### src/rtl/swervolf_wb_pkg.sv
// Shared types and register map for the system-controller Wishbone initiator.
package swervolf_wb_pkg;

    typedef enum logic [1:0] {
        IDLE,
        BUS,
        RSP
    } wb_state_t;

    localparam int unsigned CMD_ADR_W = 6;

    typedef struct packed {
        logic                 we;
        logic [CMD_ADR_W-1:0] adr;
        logic [31:0]          dat;
        logic [3:0]           sel;
    } wb_cmd_t;

    // System-controller register byte offsets
    localparam logic [CMD_ADR_W-1:0] REG_VER      = 6'h00;
    localparam logic [CMD_ADR_W-1:0] REG_SWIRQ    = 6'h08;
    localparam logic [CMD_ADR_W-1:0] REG_NMIVEC   = 6'h0C;
    localparam logic [CMD_ADR_W-1:0] REG_IRQEN    = 6'h18;
    localparam logic [CMD_ADR_W-1:0] REG_MTIMECMP = 6'h28;
    localparam logic [CMD_ADR_W-1:0] REG_TCNT     = 6'h30;
    localparam logic [CMD_ADR_W-1:0] REG_TEN      = 6'h34;
    localparam logic [CMD_ADR_W-1:0] REG_SEG_LO   = 6'h38;
    localparam logic [CMD_ADR_W-1:0] REG_SEG_HI   = 6'h3C;

endpackage

### src/rtl/wb_cmd_fifo.sv
// Synchronous command FIFO; head entry is presented combinationally on o_dat.
module wb_cmd_fifo #(
    parameter int unsigned WIDTH = 43,
    parameter int unsigned DEPTH = 4
) (
    input  logic                     i_clk,
    input  logic                     i_rst_n,
    input  logic                     i_push,
    input  logic [WIDTH-1:0]         i_dat,
    input  logic                     i_pop,
    output logic [WIDTH-1:0]         o_dat,
    output logic [$clog2(DEPTH):0]   o_count,
    output logic                     o_full,
    output logic                     o_empty
);

    localparam int unsigned AW = $clog2(DEPTH);

    logic [WIDTH-1:0] mem [DEPTH];
    logic [AW-1:0]    wptr;
    logic [AW-1:0]    rptr;
    logic             do_push;
    logic             do_pop;

    assign o_full  = (o_count == (AW+1)'(DEPTH));
    assign o_empty = (o_count == '0);
    assign do_pop  = i_pop & ~o_empty;
    // A push into a full FIFO is legal when the head leaves in the same cycle
    assign do_push = i_push & (~o_full | do_pop);
    assign o_dat   = mem[rptr];

    // Storage, pointers (wrapping modulo DEPTH) and occupancy count
    always_ff @(posedge i_clk or negedge i_rst_n) begin
        if (!i_rst_n) begin
            for (int unsigned i = 0; i < DEPTH; i++) begin
                mem[i] <= '0;
            end
            wptr    <= '0;
            rptr    <= '0;
            o_count <= '0;
        end else begin
            if (do_push) begin
                mem[wptr] <= i_dat;
                wptr      <= wptr + AW'(1);
            end
            if (do_pop) begin
                rptr <= rptr + AW'(1);
            end
            case ({do_push, do_pop})
                2'b10:   o_count <= o_count + (AW+1)'(1);
                2'b01:   o_count <= o_count - (AW+1)'(1);
                default: o_count <= o_count;
            endcase
        end
    end

endmodule

### src/rtl/swervolf_wb_initiator.sv
// Wishbone classic initiator: buffered valid/ready commands become single
// bus accesses, each answered by a data or timeout response.
module swervolf_wb_initiator
    import swervolf_wb_pkg::*;
#(
    parameter int unsigned ADR_W       = 6,
    parameter int unsigned FIFO_DEPTH  = 4,
    parameter int unsigned TIMEOUT_CYC = 255
) (
    input  logic             i_clk,
    input  logic             i_rst_n,
    input  logic             i_cmd_valid,
    output logic             o_cmd_ready,
    input  logic             i_cmd_we,
    input  logic [ADR_W-1:0] i_cmd_adr,
    input  logic [31:0]      i_cmd_dat,
    input  logic [3:0]       i_cmd_sel,
    output logic             o_rsp_valid,
    input  logic             i_rsp_ready,
    output logic [31:0]      o_rsp_dat,
    output logic             o_rsp_err,
    output logic             o_busy,
    output logic [ADR_W-1:0] o_wb_adr,
    output logic [31:0]      o_wb_dat,
    output logic [3:0]       o_wb_sel,
    output logic             o_wb_we,
    output logic             o_wb_cyc,
    output logic             o_wb_stb,
    input  logic [31:0]      i_wb_rdt,
    input  logic             i_wb_ack
);

    localparam int unsigned CMD_W    = $bits(wb_cmd_t);
    localparam logic [15:0] TMO_LAST = 16'(TIMEOUT_CYC - 1);

    wb_state_t                   state;
    wb_cmd_t                     push_cmd;
    wb_cmd_t                     head;
    logic [$clog2(FIFO_DEPTH):0] fifo_count;
    logic                        fifo_full;
    logic                        fifo_empty;
    logic                        fifo_push;
    logic                        fifo_pop;
    logic [15:0]                 timer;

    assign o_cmd_ready = ~fifo_full;
    assign fifo_push   = i_cmd_valid & o_cmd_ready;
    assign fifo_pop    = (state == IDLE) & ~fifo_empty;
    assign o_busy      = (fifo_count != '0) | (state != IDLE);

    // Pack the command port into a FIFO entry
    always_comb begin
        push_cmd     = '0;
        push_cmd.we  = i_cmd_we;
        push_cmd.adr = CMD_ADR_W'(i_cmd_adr);
        push_cmd.dat = i_cmd_dat;
        push_cmd.sel = i_cmd_sel;
    end

    wb_cmd_fifo #(
        .WIDTH (CMD_W),
        .DEPTH (FIFO_DEPTH)
    ) u_fifo (
        .i_clk   (i_clk),
        .i_rst_n (i_rst_n),
        .i_push  (fifo_push),
        .i_dat   (push_cmd),
        .i_pop   (fifo_pop),
        .o_dat   (head),
        .o_count (fifo_count),
        .o_full  (fifo_full),
        .o_empty (fifo_empty)
    );

    // Access sequencer: issue head, wait for ack or timeout, hold response
    always_ff @(posedge i_clk or negedge i_rst_n) begin
        if (!i_rst_n) begin
            state       <= IDLE;
            timer       <= '0;
            o_wb_cyc    <= 1'b0;
            o_wb_stb    <= 1'b0;
            o_wb_we     <= 1'b0;
            o_wb_adr    <= '0;
            o_wb_dat    <= '0;
            o_wb_sel    <= '0;
            o_rsp_valid <= 1'b0;
            o_rsp_dat   <= '0;
            o_rsp_err   <= 1'b0;
        end else begin
            case (state)
                IDLE: begin
                    if (!fifo_empty) begin
                        o_wb_we  <= head.we;
                        o_wb_adr <= ADR_W'(head.adr);
                        o_wb_dat <= head.dat;
                        o_wb_sel <= head.sel;
                        o_wb_cyc <= 1'b1;
                        o_wb_stb <= 1'b1;
                        timer    <= '0;
                        state    <= BUS;
                    end
                end
                BUS: begin
                    timer <= timer + 16'd1;
                    if (i_wb_ack) begin
                        o_rsp_dat   <= o_wb_we ? '0 : i_wb_rdt;
                        o_rsp_err   <= 1'b0;
                        o_rsp_valid <= 1'b1;
                        o_wb_cyc    <= 1'b0;
                        o_wb_stb    <= 1'b0;
                        state       <= RSP;
                    end else if (timer == TMO_LAST) begin
                        o_rsp_dat   <= '0;
                        o_rsp_err   <= 1'b1;
                        o_rsp_valid <= 1'b1;
                        o_wb_cyc    <= 1'b0;
                        o_wb_stb    <= 1'b0;
                        state       <= RSP;
                    end
                end
                RSP: begin
                    if (i_rsp_ready) begin
                        o_rsp_valid <= 1'b0;
                        state       <= IDLE;
                    end
                end
                default: state <= IDLE;
            endcase
        end
    end

endmodule
### config.mk
export PLATFORM = sky130hd
export DESIGN_NAME = swervolf_wb_initiator
export DESIGN_NICKNAME = d
export VERILOG_FILES = /design/src/rtl/swervolf_wb_pkg.sv /design/src/rtl/wb_cmd_fifo.sv /design/src/rtl/swervolf_wb_initiator.sv
export SDC_FILE = /design/constraint.sdc
export NUM_CORES = 1
export LEC_CHECK = 0
export CAP_MARGIN = 20
export CORE_MARGIN = 2
export CORE_UTILIZATION = 55
export CTS_BUF_LIST = sky130_fd_sc_hd__clkbuf_4 sky130_fd_sc_hd__clkbuf_8 sky130_fd_sc_hd__clkbuf_16
export DETAILED_ROUTE_END_ITERATION = 16
export GPL_TIMING_DRIVEN = 0
export HOLD_SLACK_MARGIN = 0.05
export PLACE_DENSITY = 0.8
export SLEW_MARGIN = 10
export SYNTH_ARGS = -nofsm -noshare
export SYNTH_HDL_FRONTEND = slang
export SYNTH_HIERARCHICAL = 1
export SYNTH_SLANG_ARGS = --single-unit
### constraint.sdc
create_clock -name i_clk -period 3.75 [get_ports i_clk]
set_input_delay 0.75 -clock i_clk [delete_from_list [all_inputs] [get_ports i_clk]]
set_output_delay 0.75 -clock i_clk [all_outputs]
set_load 0.005 [all_outputs]
==> results.rst <==
.. list-table::
   :header-rows: 1

   * - Metric
     - Value
   * - Status
     - completed
   * - Placed wire-length estimate
     - 17000 um
   * - Setup Fix Bufs, Post-CTS
     - 0
   * - Warnings, synthesis
     - 6
   * - Routed wire length per instance
     - 19.3 um
   * - Signal arrival time at the worst endpoint
     - between 3 and 4 ns
   * - Final hold violations
     - 0
   * - Dominant cells by area after synthesis
     - sky130_fd_sc_hd__dfrtp_1 58%, sky130_fd_sc_hd__mux2_2 16%, sky130_fd_sc_hd__mux4_2 8.1%, sky130_fd_sc_hd__nand2_1 4.7%, sky130_fd_sc_hd__a22o_1 2.4%
   * - Total via count after detailed routing
     - between 7000 and 8000
   * - Count of unique library cells instantiated by Yosys
     - 42
   * - Master cell of the clock root buffer
     - sky130_fd_sc_hd__clkbuf_16
   * - Post-layout minimum cycle time
     - 3.29 ns
   * - Max Freq
     - 0.304 GHz
   * - Setup skew after layout
     - 0.00898 ns
   * - Antenna viol nets, final
     - 0
   * - Grt ovf
     - 0
   * - Required time reported for the critical path endpoint
     - approximately 4.2 ns
   * - Mean post-synth cell area
     - ~14 um2
   * - Finished Layout Cells
     - roughly 1300
   * - Pin slew with the least headroom to its limit
     - 0.768 ns
   * - Floorplan core area
     - 0.0212 mm2
   * - Sequential power share
     - 37.7%
   * - Number of cells on the worst reg-to-reg path
     - 12
   * - Capturing element type of the critical path
     - flop
   * - Wire length of the first global-routing pass
     - 41800 um
   * - Relative slew slack
     - about 49%
   * - Pin count of the biggest net entering global routing
     - 112
   * - Syn-to-layout area delta
     - 25.4%
   * - Number of register bits inferred by synthesis
     - about 280
   * - Launching element type of the critical path
     - flop
   * - Count of buffers inserted at the top-level ports
     - 160
   * - P_int
     - around 9.6 mW
   * - Cells after Synth
     - 855
   * - Initial antenna violation count
     - 1
   * - Fraction of the yosys area taken by sequential cells
     - 57.5%
   * - Proportion of power drawn by the clock network
     - a little over a fifth
   * - Netlist area before placement
     - between 0.01 and 0.015 mm2
   * - Number of hold buffers added after CTS
     - 0
   * - Final number of setup-violating endpoints
     - 0
   * - Starting Density
     - 56.4%
   * - Worst Hold Margin
     - roughly 0.13 ns
   * - Share of async-settable or async-resettable flops after synthesis
     - 100%
   * - EDFF count, synth
     - 0
   * - Total of cells resized after clock tree synthesis
     - 0
   * - Net count, final
     - 1135
   * - VDD IR max
     - 491 uV
   * - Class of the most critical hold timing path
     - primary input to async pin
   * - Unrepaired setup endpoints after global routing
     - false
   * - Part of the total power dissipated in combinational logic
     - 40.6%
   * - Total routing resource utilization after global routing
     - 23.2%
   * - Net Count, Synth
     - between 900 and 1000
   * - Placer Congestion
     - roughly 0.83
   * - Initial drt markers
     - 356
   * - Buffer depth of the longest clock path
     - 3
   * - Clock insertion delay at the later pin of the skew report
     - 0.53 ns
   * - End-of-flow core utilization
     - 70.7%
   * - Switching Fraction
     - 30.9%
   * - Sw Pwr
     - 4.31 mW
   * - DP Cell Count
     - around 1300
   * - Area fraction of the dominant cell type after synthesis
     - 57.5%
   * - TritonCTS buffer count
     - 28
   * - Pleak
     - 6.59 nW
   * - Clock-pin transition on the worst setup and hold timing paths
     - 0.06 ns
   * - Average via count per standard cell
     - 5.60
   * - Dominant cell type by area after synthesis
     - sky130_fd_sc_hd__dfrtp_1
   * - Max capacitance violation total
     - 0
   * - Dominant register cell in the synthesized netlist
     - sky130_fd_sc_hd__dfrtp_1
   * - CTS H-Tree Depth
     - 1
   * - Number of global-route vias before repair
     - 8167
   * - Total length of routed wires
     - around 26000 um
   * - Path type of the worst setup path
     - flop to flop
   * - List of most frequent post-synthesis cells
     - 275 x sky130_fd_sc_hd__dfrtp_1, 173 x sky130_fd_sc_hd__mux2_2, 151 x sky130_fd_sc_hd__nand2_1
   * - Count of fill cells added during filler insertion
     - 1480
   * - Clock tree from TritonCTS
     - yes
   * - Share of the clock period used by the worst path after layout
     - 87.6%
   * - Count of boundary I/O pins
     - about 160
   * - Chip width
     - ~150 um
   * - Multi-input gate area
     - 0.00471 mm2
   * - Number of core rows
     - 53
   * - Post-route DRC
     - 0
   * - Floorplan die height
     - 152 um
   * - Leading cell type by number of instances after synthesis
     - sky130_fd_sc_hd__dfrtp_1
   * - Maximum fanout along the worst path
     - 11
   * - Floorplan die area
     - 0.0230 mm2
   * - Number of sinks on the clock net
     - approximately 280
   * - Pwr per Cell Area
     - 929 mW/mm2
   * - Fraction of layout cells with a size suffix above 1
     - 28.8%
   * - DRT Pass-1 Iters
     - 4
   * - FF/Latch Area
     - 0.00688 mm2
   * - Final-report max-slew violation count
     - 0
   * - Setup slack, reg-to-reg
     - 0.46 ns
==> sequential cells by signal, summed over array words and instances (netlist names), 3 cells and up <==
register and count:
u_fifo/mem 172, o_rsp_dat 32, o_wb_dat 32, timer 16
o_wb_adr 6, o_wb_sel 4, u_fifo/o_count 3
==> metal layers <==
layer | routed length, um | global-route usage, % | share of wire (%) | up-vias
met5 | 0 | 0 | 0 | -
met4 | 383 | 5.97 | 1.5 | 0
met3 | 1650 | 4.58 | 6.4 | 32
met2 | 12500 | 39.5 | 48 | 193
met1 | 11300 | 31.0 | 44 | 3859
li1 | - | - | - | 3443
==> worst max-delay path, cell delays in order, from the launching register on <==
cell,delay [ns]
sky130_fd_sc_hd__dfrtp_1,0.46
sky130_fd_sc_hd__nor3_1,0.22
sky130_fd_sc_hd__or3_1,0.17
sky130_fd_sc_hd__inv_2,0.14
sky130_fd_sc_hd__buf_1,0.35
sky130_fd_sc_hd__nor4b_4,0.49
sky130_fd_sc_hd__nand2b_1,0.25
sky130_fd_sc_hd__ha_1,0.21
sky130_fd_sc_hd__inv_1,0.06
sky130_fd_sc_hd__fa_1,0.37
sky130_fd_sc_hd__xor2_1,0.15
sky130_fd_sc_hd__nor2_1,0.13
sky130_fd_sc_hd__xor2_1,0.19
==> layout by cell type (no fill, tap or decap), types with 9 or more instances in the layout <==
cell,count
sky130_fd_sc_hd__mux2i_1,10
sky130_fd_sc_hd__mux2_2,173
sky130_fd_sc_hd__nand3_1,9
sky130_fd_sc_hd__nand2_1,151
sky130_fd_sc_hd__dfrtp_1,275
sky130_fd_sc_hd__buf_6,19
sky130_fd_sc_hd__clkbuf_16,29
sky130_fd_sc_hd__clkbuf_1,18
sky130_fd_sc_hd__a22o_1,33
sky130_fd_sc_hd__clkdlybuf4s50_1,159
sky130_fd_sc_hd__mux4_2,43
sky130_fd_sc_hd__a21o_1,34
==> stage by stage <==
step / area (um2) / TNS (ns) / power (mW) / worst slack (ns)
floorplan: 12000 / 0 / 8.90 / 1.08
global placement: 13900 / -2688.42 / 10.7 / -9.80
detailed placement: 14000 / 0 / 11.0 / 0.551
CTS: 15000 / 0 / 14.1 / 0.467
global route: 15000 / 0 / 14.8 / 0.155
finish: 15000 / 0 / 13.9 / 0.464
==> worst paths after layout <==
check | from | endpoint
min in group i_clk | o_wb_dat[17] | o_wb_dat[17]
setup / recovery | u_fifo/o_count[0] | u_fifo/o_count[2]
hold / removal | i_rst_n | u_fifo/mem[113]
max in group asynchronous | i_rst_n | u_fifo/mem[11]
setup reg to reg | u_fifo/o_count[0] | u_fifo/o_count[2]
hold reg to reg | o_wb_dat[17] | o_wb_dat[17]
==> cell type report <==
class	instances	area share, %
clock inverters	12	1.27
flip-flops and latches	275	45.8
well taps	275	2.29
diodes	1	0.0167
repair buffers	162	11.1
inverters	9	0.225
multi-input cells	522	31.4
clock buffers	39	5.63
plain buffers	49	2.25
==> power by group through the flow <==
stage / Sequential, mW / Clock (mW) / Combinational (mW)
floorplan: 5.09 / 0 / 3.81
global placement: 5.21 / 0 / 5.53
detailed placement: 5.28 / 0 / 5.69
CTS: 5.25 / 3.09 / 5.74
global route: 5.43 / 3.22 / 6.17
finish: 5.25 / 3.03 / 5.67
==> logic make-up (layout without fill, tap and decap cells) <==
family                   count (synthesis)  in the layout  synth area share [%]
AO/OA/AOI/OAI                           85             85                  5.65
other                                    0              1                     0
XOR/XNOR                                 6              6                 0.439
buffers and inverters                   58            271                  3.11
multiplexers                           226            226                  25.2
flip-flops                             275            275                  57.5
adder cells (fa/ha/maj)                  8              8                 0.899
AND/OR/NAND/NOR                        197            197                  7.20
Power figures use the tool's default switching activity.
